**src/rtl/box_metrics_pkg.sv**
```systemverilog
// ============================================================================
// Module   : box_metrics_pkg
// Brief    : Shared state encoding and width helpers for box_metrics_seq.
// Revision : 1.0 - initial release
// ============================================================================
`default_nettype none

package box_metrics_pkg;

    typedef enum logic [1:0] {
        IDLE = 2'd0,
        MUL  = 2'd1,
        DONE = 2'd2
    } state_e;

    function automatic int area_w(input int w);
        return 2 * w;
    endfunction

    function automatic int perim_w(input int w);
        return w + 2;
    endfunction

    function automatic int accum_w(input int w);
        return 2 * w + 8;
    endfunction

endpackage

`default_nettype wire

```
**src/rtl/seq_shiftadd_mul.sv**
```systemverilog
// ============================================================================
// Module   : seq_shiftadd_mul
// Brief    : W x W unsigned shift-add multiplier, one multiplier bit per clock.
// Revision : 1.0 - initial release
// ============================================================================
`default_nettype none

module seq_shiftadd_mul #(
    parameter int W  = 4,
    parameter int CW = $clog2(W) + 1
) (
    input  logic             clk,
    input  logic             rst_n,
    input  logic             start,
    input  logic [W-1:0]     a,
    input  logic [W-1:0]     b,
    output logic             done,
    output logic [2*W-1:0]   product
);

    localparam int            AW     = 2 * W;
    localparam logic [CW-1:0] C_LAST = CW'(W - 1);

    logic [W-1:0]  a_q,   a_d;
    logic [W-1:0]  b_q,   b_d;
    logic [AW-1:0] acc_q, acc_d;
    logic [CW-1:0] cnt_q, cnt_d;
    logic          run_q, run_d;

    logic [AW-1:0] w_partial;
    logic          w_bit;

    assign w_partial = {{W{1'b0}}, a_q} << cnt_q;
    // Top counter bit is only needed to hold the terminal value W.
    assign w_bit     = b_q[cnt_q[CW-2:0]];

    always_comb begin
        a_d   = a_q;
        b_d   = b_q;
        acc_d = acc_q;
        cnt_d = cnt_q;
        run_d = run_q;
        if (start) begin
            a_d   = a;
            b_d   = b;
            acc_d = '0;
            cnt_d = '0;
            run_d = 1'b1;
        end else if (run_q) begin
            if (w_bit) begin
                acc_d = acc_q + w_partial;
            end
            cnt_d = cnt_q + CW'(1);
            if (cnt_q == C_LAST) begin
                run_d = 1'b0;
            end
        end
    end

    // done marks the final step; product is the value the accumulator takes on it.
    assign done    = run_q && (cnt_q == C_LAST);
    assign product = acc_d;

    always_ff @(posedge clk) begin
        if (!rst_n) begin
            a_q   <= '0;
            b_q   <= '0;
            acc_q <= '0;
            cnt_q <= '0;
            run_q <= 1'b0;
        end else begin
            a_q   <= a_d;
            b_q   <= b_d;
            acc_q <= acc_d;
            cnt_q <= cnt_d;
            run_q <= run_d;
        end
    end

endmodule

`default_nettype wire

```
**src/rtl/box_metrics_seq.sv**
```systemverilog
// ============================================================================
// Module   : box_metrics_seq
// Brief    : Handshaked box area/perimeter unit; optional running area sum
//            enabled by macro BOX_METRICS_ACCUM_EN.
// Revision : 1.0 - initial release
// ============================================================================
`default_nettype none

module box_metrics_seq
    import box_metrics_pkg::*;
#(
    parameter int W  = 4,
    parameter int CW = $clog2(W) + 1
) (
    input  logic                     clk,
    input  logic                     rst_n,
    input  logic                     in_valid,
    output logic                     in_ready,
    input  logic [W-1:0]             x0,
    input  logic [W-1:0]             y0,
    input  logic [W-1:0]             x1,
    input  logic [W-1:0]             y1,
    output logic                     out_valid,
    input  logic                     out_ready,
    output logic [area_w(W)-1:0]     area,
    output logic [perim_w(W)-1:0]    perim,
`ifdef BOX_METRICS_ACCUM_EN
    input  logic                     acc_clr,
    output logic [accum_w(W)-1:0]    area_sum,
`endif
    output logic                     busy
);

    localparam int AW = area_w(W);
    localparam int PW = perim_w(W);

    state_e        state_q, state_d;
    logic [AW-1:0] area_q,  area_d;
    logic [PW-1:0] perim_q, perim_d;

    logic [W-1:0]  w_dx;
    logic [W-1:0]  w_dy;
    logic          w_accept;
    logic          w_mul_done;
    logic [AW-1:0] w_mul_product;

    // Larger operand is always the minuend, so the difference never wraps.
    assign w_dx     = (x1 >= x0) ? (x1 - x0) : (x0 - x1);
    assign w_dy     = (y1 >= y0) ? (y1 - y0) : (y0 - y1);
    assign w_accept = (state_q == IDLE) && in_valid;

    seq_shiftadd_mul #(
        .W  (W),
        .CW (CW)
    ) u_mul (
        .clk     (clk),
        .rst_n   (rst_n),
        .start   (w_accept),
        .a       (w_dx),
        .b       (w_dy),
        .done    (w_mul_done),
        .product (w_mul_product)
    );

    always_comb begin
        state_d = state_q;
        area_d  = area_q;
        perim_d = perim_q;
        case (state_q)
            IDLE: begin
                if (in_valid) begin
                    perim_d = (PW'(w_dx) + PW'(w_dy)) << 1;
                    state_d = MUL;
                end
            end
            MUL: begin
                if (w_mul_done) begin
                    area_d  = w_mul_product;
                    state_d = DONE;
                end
            end
            DONE: begin
                if (out_ready) begin
                    state_d = IDLE;
                end
            end
            default: state_d = IDLE;
        endcase
    end

    always_ff @(posedge clk) begin
        if (!rst_n) begin
            state_q <= IDLE;
            area_q  <= '0;
            perim_q <= '0;
        end else begin
            state_q <= state_d;
            area_q  <= area_d;
            perim_q <= perim_d;
        end
    end

    assign in_ready  = (state_q == IDLE);
    assign out_valid = (state_q == DONE);
    assign busy      = (state_q == MUL) || (state_q == DONE);
    assign area      = area_q;
    assign perim     = perim_q;

`ifdef BOX_METRICS_ACCUM_EN
    localparam int SW = accum_w(W);

    logic [SW-1:0] area_sum_q, area_sum_d;

    // Clear wins over a same-edge handshake add.
    always_comb begin
        area_sum_d = area_sum_q;
        if (acc_clr) begin
            area_sum_d = '0;
        end else if ((state_q == DONE) && out_ready) begin
            area_sum_d = area_sum_q + SW'(area_q);
        end
    end

    always_ff @(posedge clk) begin
        if (!rst_n) begin
            area_sum_q <= '0;
        end else begin
            area_sum_q <= area_sum_d;
        end
    end

    assign area_sum = area_sum_q;
`endif

endmodule

`default_nettype wire

```
**config.mk**
```make
export PLATFORM = sky130hd
export DESIGN_NAME = box_metrics_seq
export DESIGN_NICKNAME = d
export VERILOG_FILES = /design/src/rtl/box_metrics_pkg.sv /design/src/rtl/seq_shiftadd_mul.sv /design/src/rtl/box_metrics_seq.sv
export SDC_FILE = /design/constraint.sdc
export NUM_CORES = 1
export LEC_CHECK = 0
export ABC_CLOCK_PERIOD_IN_PS = 5100
export BUFFER_PORTS_ARGS = -buffer_cell sky130_fd_sc_hd__buf_2
export CORE_MARGIN = 8
export CORE_UTILIZATION = 55
export DETAILED_ROUTE_END_ITERATION = 12
export MAX_ROUTING_LAYER = met4
export PLACE_DENSITY_LB_ADDON = 0.08
export SYNTH_ARGS = -nofsm -noshare
export SYNTH_HDL_FRONTEND = slang
export SYNTH_SLANG_ARGS = --single-unit
```
**constraint.sdc**
```tcl
create_clock -name clk -period 5.1 [get_ports clk]
set_input_delay 1.02 -clock clk [delete_from_list [all_inputs] [get_ports clk]]
set_output_delay 1.02 -clock clk [all_outputs]
set_load 0.02 [all_outputs]
```
* Yosys cells after proc, flatten, opt, wreduce, memory -nomap -nowiden *
Index checks and enable logic that the tools add are counted.

word-level totals
  output and inout port bits = 17
  input port bits = 20
  word-level logic and storage cells = 48
  bits in registers = 35

operators by class
  magnitude comparators = 3
  reductions and logical operators = 8
  shift-type cells = 1
  equality and inequality tests = 6
  mux-type cells = 14
  bitwise logic cells = 1
  add/sub/neg operators = 7

operators with widths
  kind                                                                     count
  8-bit two-way mux                                                        3
  4-bit subtractor                                                         4
  8-bit adder                                                              1
  4-bit >= comparator                                                      2
  4-bit two-way mux                                                        2
  4-bit by 3-bit left shift with 8-bit output                              1
  2-bit two-way mux                                                        3
  2-bit one-hot mux with 3 select lines                                    1
  4-bit by 4-bit adder with 5-bit output                                   1
  1-bit two-way mux                                                        4
  2-bit by 1-bit inequality test with 1-bit output, second input constant  2
  2-bit AND reduction                                                      2
  3-bit by 1-bit adder with 3-bit output, second input constant            1
  3-bit by 2-bit equality test with 1-bit output, second input constant    1
  2-bit by 3-bit < comparator with 1-bit output, second input constant     1
  3-bit AND reduction                                                      1
  1-bit binary-select mux with 2-bit select                                1
  2-bit by 1-bit equality test with 1-bit output, second input constant    1
  2-bit equality test, second input constant                               1
  1-bit logical AND                                                        2
  2-bit zero test                                                          1
  2-bit inequality test, second input constant                             1
  2-bit OR reduction                                                       1
  1-bit logical OR                                                         1
  1-bit NOT                                                                1

* Depth between registers and ports, before layout *
  word-level depth = 5
  mapped depth = 13
  gate-level depth less buffers = 13

* By module *
A second synthesis with hierarchy kept.

unflattened totals
  cells, all modules = 320
  area, all modules = 2722.6 um2

by module, submodules not included
  module            times used  area each (um2)  cells an instance  seq. area each (um2)
  box_metrics_seq   1           1401.3           170                300.3
  seq_shiftadd_mul  1           1321.3           150                400.4

* Least setup slack after synthesis *
No wires, ideal clock.

  kind = in2reg
  from = input port y1[0]
  to = register perim_q[4] (netlist: perim[4])
  setup time = 0.071 ns
  required time = 5.029 ns
  stages = 13
  slack = 1.687 ns
  buffers on the path = 0
  arrival = 3.342 ns
  cell sequence = inv_1 > ha_1 > inv_1 > fa_1 > a21o_1 > a221o_1 > mux2_2 > ha_1 > a21o_1 > a21oi_1 > xnor2_1 > nand2_1 > a21oi_1

between the ends
  word-level cells in the longest chain between the ends = 3
  elaborated cells between the ends (all ways) = 5
  classes of those cells = add/sub (3); order compare (1); mux (1)

RTL lines
  item                                                     RTL line                RTL
  from (decl)                                              box_metrics_seq.sv:22   input logic [W-1:0] y1,
  4-bit subtractor or 4-bit >= comparator (tied branches)  box_metrics_seq.sv:49   assign w_dy = (y1 >= y0) ? (y1 - y0) : (y0 - y1);
  4-bit two-way mux (*)                                    box_metrics_seq.sv:49
  via u_mul.b[1]                                           seq_shiftadd_mul.sv:16  input logic [W-1:0] b,
  4-bit by 4-bit adder with 5-bit output (*)               box_metrics_seq.sv:72   perim_d = (PW'(w_dx) + PW'(w_dy)) << 1;
  to (signal assigned)                                     box_metrics_seq.sv:99   perim_q <= perim_d;
  to (decl)                                                box_metrics_seq.sv:39   logic [PW-1:0] perim_q, perim_d;

The timed path passes the listed nets; every way through them passes the cells marked *.
A chain may end at the register's enable or synchronous reset.

* Worst setup path after layout *
Ends and elaborated chain as after synthesis.

==> results.yml <==
sta:
  timing.hold.ws_ps: 450
  max_slew_margin_pct: 47.9
  final-hold-violation-count: 0
  maxClockFrequency_ghz: 0.296
  setup_repair_after_global_routing_missed_its_margin: "false"
  share_of_the_cycle_needed_by_the_critical_path_after_routing_pct: 66.3
  setup-tns-final_ps: 0
  clock-skew-final_ps: 3.15
  worst_slew_pin_slew_ps: 781
  number_of_pins_exceeding_their_max_slew_limit_in_the_final_report: 0
  setup_viol: 0
  timing.final.crit_period_ps: 3380
layout:
  final_cell_count_no_fill: 387
  flow.area_growth_from_synthesis_pct: 10.7
  layout.core_utilization_pct: 62.2
  share_of_post_route_cells_with_drive_strength_above_1_pct: 15.9
  antenna_cells: 0
  design.final.nets: 388
  final_cell_mix: "dfxtp_1 (35), buf_2 (35), ha_1 (30), inv_1 (27), nand2_1 (21)"
placed_design:
  dpl.hpwl_mm: 4.24
  weighted_congestion_reported_at_the_end_of_routability_driven_placement: 0.895
  dp.cells: 379
  place.port_buffers: 35
clock_network:
  cts_resized: 0
  clk_path_buf_depth: 2
  cts.root.buffer_cell: "clkbuf_8"
  cts-hold-fix-buffers: 0
  num_cts_buffers: 5
  postCtsSetupBuffers: 0
  numClockSinks: 35
  worstSkewPairLatency_ps: 280
  htree_num_levels: 2
  clkSlewWorstSetupHoldPaths_ps: 70
  tritoncts_clock_tree: "done"
critical_path:
  setup.reg_to_reg.worst_slack_ps: 2350
  timing.setup.critical_path_class: "in -> reg"
  critPathMaxFanout: 3
  worst-endpoint-arrival_ps: 3590
  worstPathCellList: "buf_2 > inv_1 > ha_1 > inv_1 > fa_1 > a21o_1 > a221o_1 > mux2_2 > ha_1 > a21o_1 > a21oi_1 > xnor2_1 > nand2_1 > a21oi_1"
  r2r-start: "u_mul.cnt_q[0]"
  reg_to_reg_critical_path_endpoint: "u_mul.acc_q[7]"
  worst-r2r-cell-count: 8
  worst-endpoint-required_ps: 5310
  slowest_cell_on_crit_path: "fa_1"
  critical_path.endpoint_type: "register"
  worstSetupStartpointType: "input pin"
  critical_path.max_stage_delay_ps: 380
power_and_ir_drop:
  report.power.total_mw: 0.773
  power.density_nw_per_um2: 268
  p_leak_nw: 1.35
  irDropWorstVdd_uv: 226
yosys:
  synth-seq-area-share_pct: 26.9
  syn_avg_cell_area_um2: 8.61
  synthesized_area_fraction_occupied_by_and_or_nand_nor_cells_pct: 16.7
  multiplexer_fraction_of_the_synthesized_cell_area_pct: 7.74
  synth.yosys.warnings: 0
  synthesis.area_um2: 2600
  synth_enable_flop_cells: 0
  postSynthCellCount: 302
  asyncSetResetFlopFracSynth_pct: 0
  syn_nets: 358
  postSynthRegisterBits: 35
  synth_cell_types: 48
  dominantRegCellSynth: "dfxtp_1"
  synth-adder-area-share_pct: 19.0
  fraction_of_the_mapped_netlist_area_in_compound_gates_pct: 20.1
  dominant_combinational_cell_family_by_area_after_synthesis: "compound AO/OA/AOI/OAI gates"
  post_synth_xor_area_fraction_pct: 3.03
route:
  drt_wl_total_mm: 5.45
  routed_wirelength_normalized_by_instance_count_um: 14.1
  via_count: 2205
  drc: 0
  detail_route.vias_per_cell: 5.70
  first_pass_iters: 4
  route.antenna.remaining_nets: 0
  drt-initial-drc-count: 103
global_routing:
  grt_usage_pct: 16.6
  grt_pass1_vias: 2152
  globalRoute.totalOverflow: 0
  global_route_wire_length_before_repair_mm: 9.67
  pin_count_of_the_biggest_net_entering_global_routing: 23
  antenna_found_initial: 0
die:
  dieHeight_um: 84.8
  cell_rows: 25
  initial_core_util_pct: 56.2
  placeableCoreArea_um2: 4630
  io_pins: 37
  die_w_um: 84.8
  dieArea_um2: 7190
status:
  outcome: "completed"
flow_run:
  cap_viol_max_count: 0
worst_hold_path:
  timing.hold.worst.class: "reg -> reg"
  hold-path-endpoint: "perim[4]"
  worstHoldPathCells: 2
  startpoint_of_the_lowest_slack_hold_path: "perim[4]"
## worst max-delay path by stage
stage,to,startpoint,slack (ps),depth (start not counted)
after floorplan,perim[4],y1[0],1690,13
after global placement,perim[4],y1[0],1470,14
after detailed placement,perim[4],y1[0],1420,14
after CTS,perim[4],y1[0],1710,14
after global routing,perim[4],y1[0],1560,14
final,perim[4],y1[0],1720,14
## cell usage after synthesis (2+ instances only)
cell type / count / area share, %
dfxtp_1: 35 / 27
ha_1: 30 / 14
inv_1: 27 / 3.9
nand2_1: 21 / 3.0
a21oi_1: 19 / 3.7
nor2_1: 18 / 2.6
o21ai_0: 15 / 2.9
mux2i_1: 13 / 5.0
clkbuf_1: 9 / 1.3
nand3_1: 9 / 1.7
a21o_1: 8 / 2.3
nor3_1: 8 / 1.5
xnor2_1: 8 / 2.7
a211oi_1: 7 / 2.0
and2_1: 7 / 1.7
fa_1: 6 / 4.6
nand4_1: 5 / 1.2
o31ai_1: 5 / 1.4
nand2b_1: 4 / 0.96
o22ai_1: 4 / 0.96
nand3b_1: 3 / 0.87
nor2b_1: 3 / 0.72
o211ai_1: 3 / 0.87
o21bai_1: 3 / 0.87
a221o_1: 2 / 0.77
a32oi_1: 2 / 0.67
and3_1: 2 / 0.48
buf_6: 2 / 0.87
mux2_2: 2 / 0.87
nor3b_1: 2 / 0.58
o21ba_2: 2 / 0.77
or3_1: 2 / 0.48
## where the power goes
| group | internal, mW | switching [mW] | leakage (nW) |
|---|---|---|---|
| logic | 0.105 | 0.135 | 1.01 |
| clock network | 0.123 | 0.0976 | 0.0515 |
| registers | 0.294 | 0.0180 | 0.285 |
## through the flow
step / cell area, um2 / setup slack, ps
after floorplan: 2600 / 1690
after global placement: 2780 / 1470
after detailed placement: 2780 / 1420
after CTS: 2880 / 1710
after global routing: 2880 / 1560
final: 2880 / 1720
## per-layer routing
| layer | GRT usage [%] | share of wire (%) | vias up |
|---|---|---|---|
| met3 | 3.32 | 3.8 | 9 |
| met5 | - | 0 | - |
| met2 | 27.5 | 49 | 44 |
| met4 | 5.66 | 1.9 | 0 |
| li1 | - | - | 1133 |
| met1 | 19.5 | 46 | 1019 |
## critical path: cells and delay by family
kind / cells / cell delay [ps]
AND/OR/NAND/NOR: 1 / 70
adder cells (fa/ha/maj): 3 / 830
AO/OA/AOI/OAI: 5 / 1010
XOR/XNOR: 1 / 140
buffers and inverters: 3 / 200
multiplexers: 1 / 330
## layout make-up
cell class	count	area [um2]
Fill cell	392	1750
Multi-Input combinational cell	228	1740
Sequential cell	35	701
Timing Repair Buffer	35	175
Inverter	27	101
Clock buffer	8	100
Tap cell	54	67.6
## registers in the layout, indices dropped and copies added, names as in the netlist
| signal | cells |
|---|---|
| u_mul.b_q | 4 |
| u_mul.a_q | 4 |
| perim | 5 |
| u_mul.run_q | 1 |
| area | 8 |
| u_mul.acc_q | 8 |
| state_q | 2 |
| u_mul.cnt_q | 3 |
## logic make-up after synthesis
group,after synthesis
multiplexers,17
AND/OR/NAND/NOR,87
XOR/XNOR,9
AO/OA/AOI/OAI,78
buffers and inverters,39
other,1
flip-flops,35
adder cells (fa/ha/maj),36
Note: power is estimated with default switching activity, not from simulation.
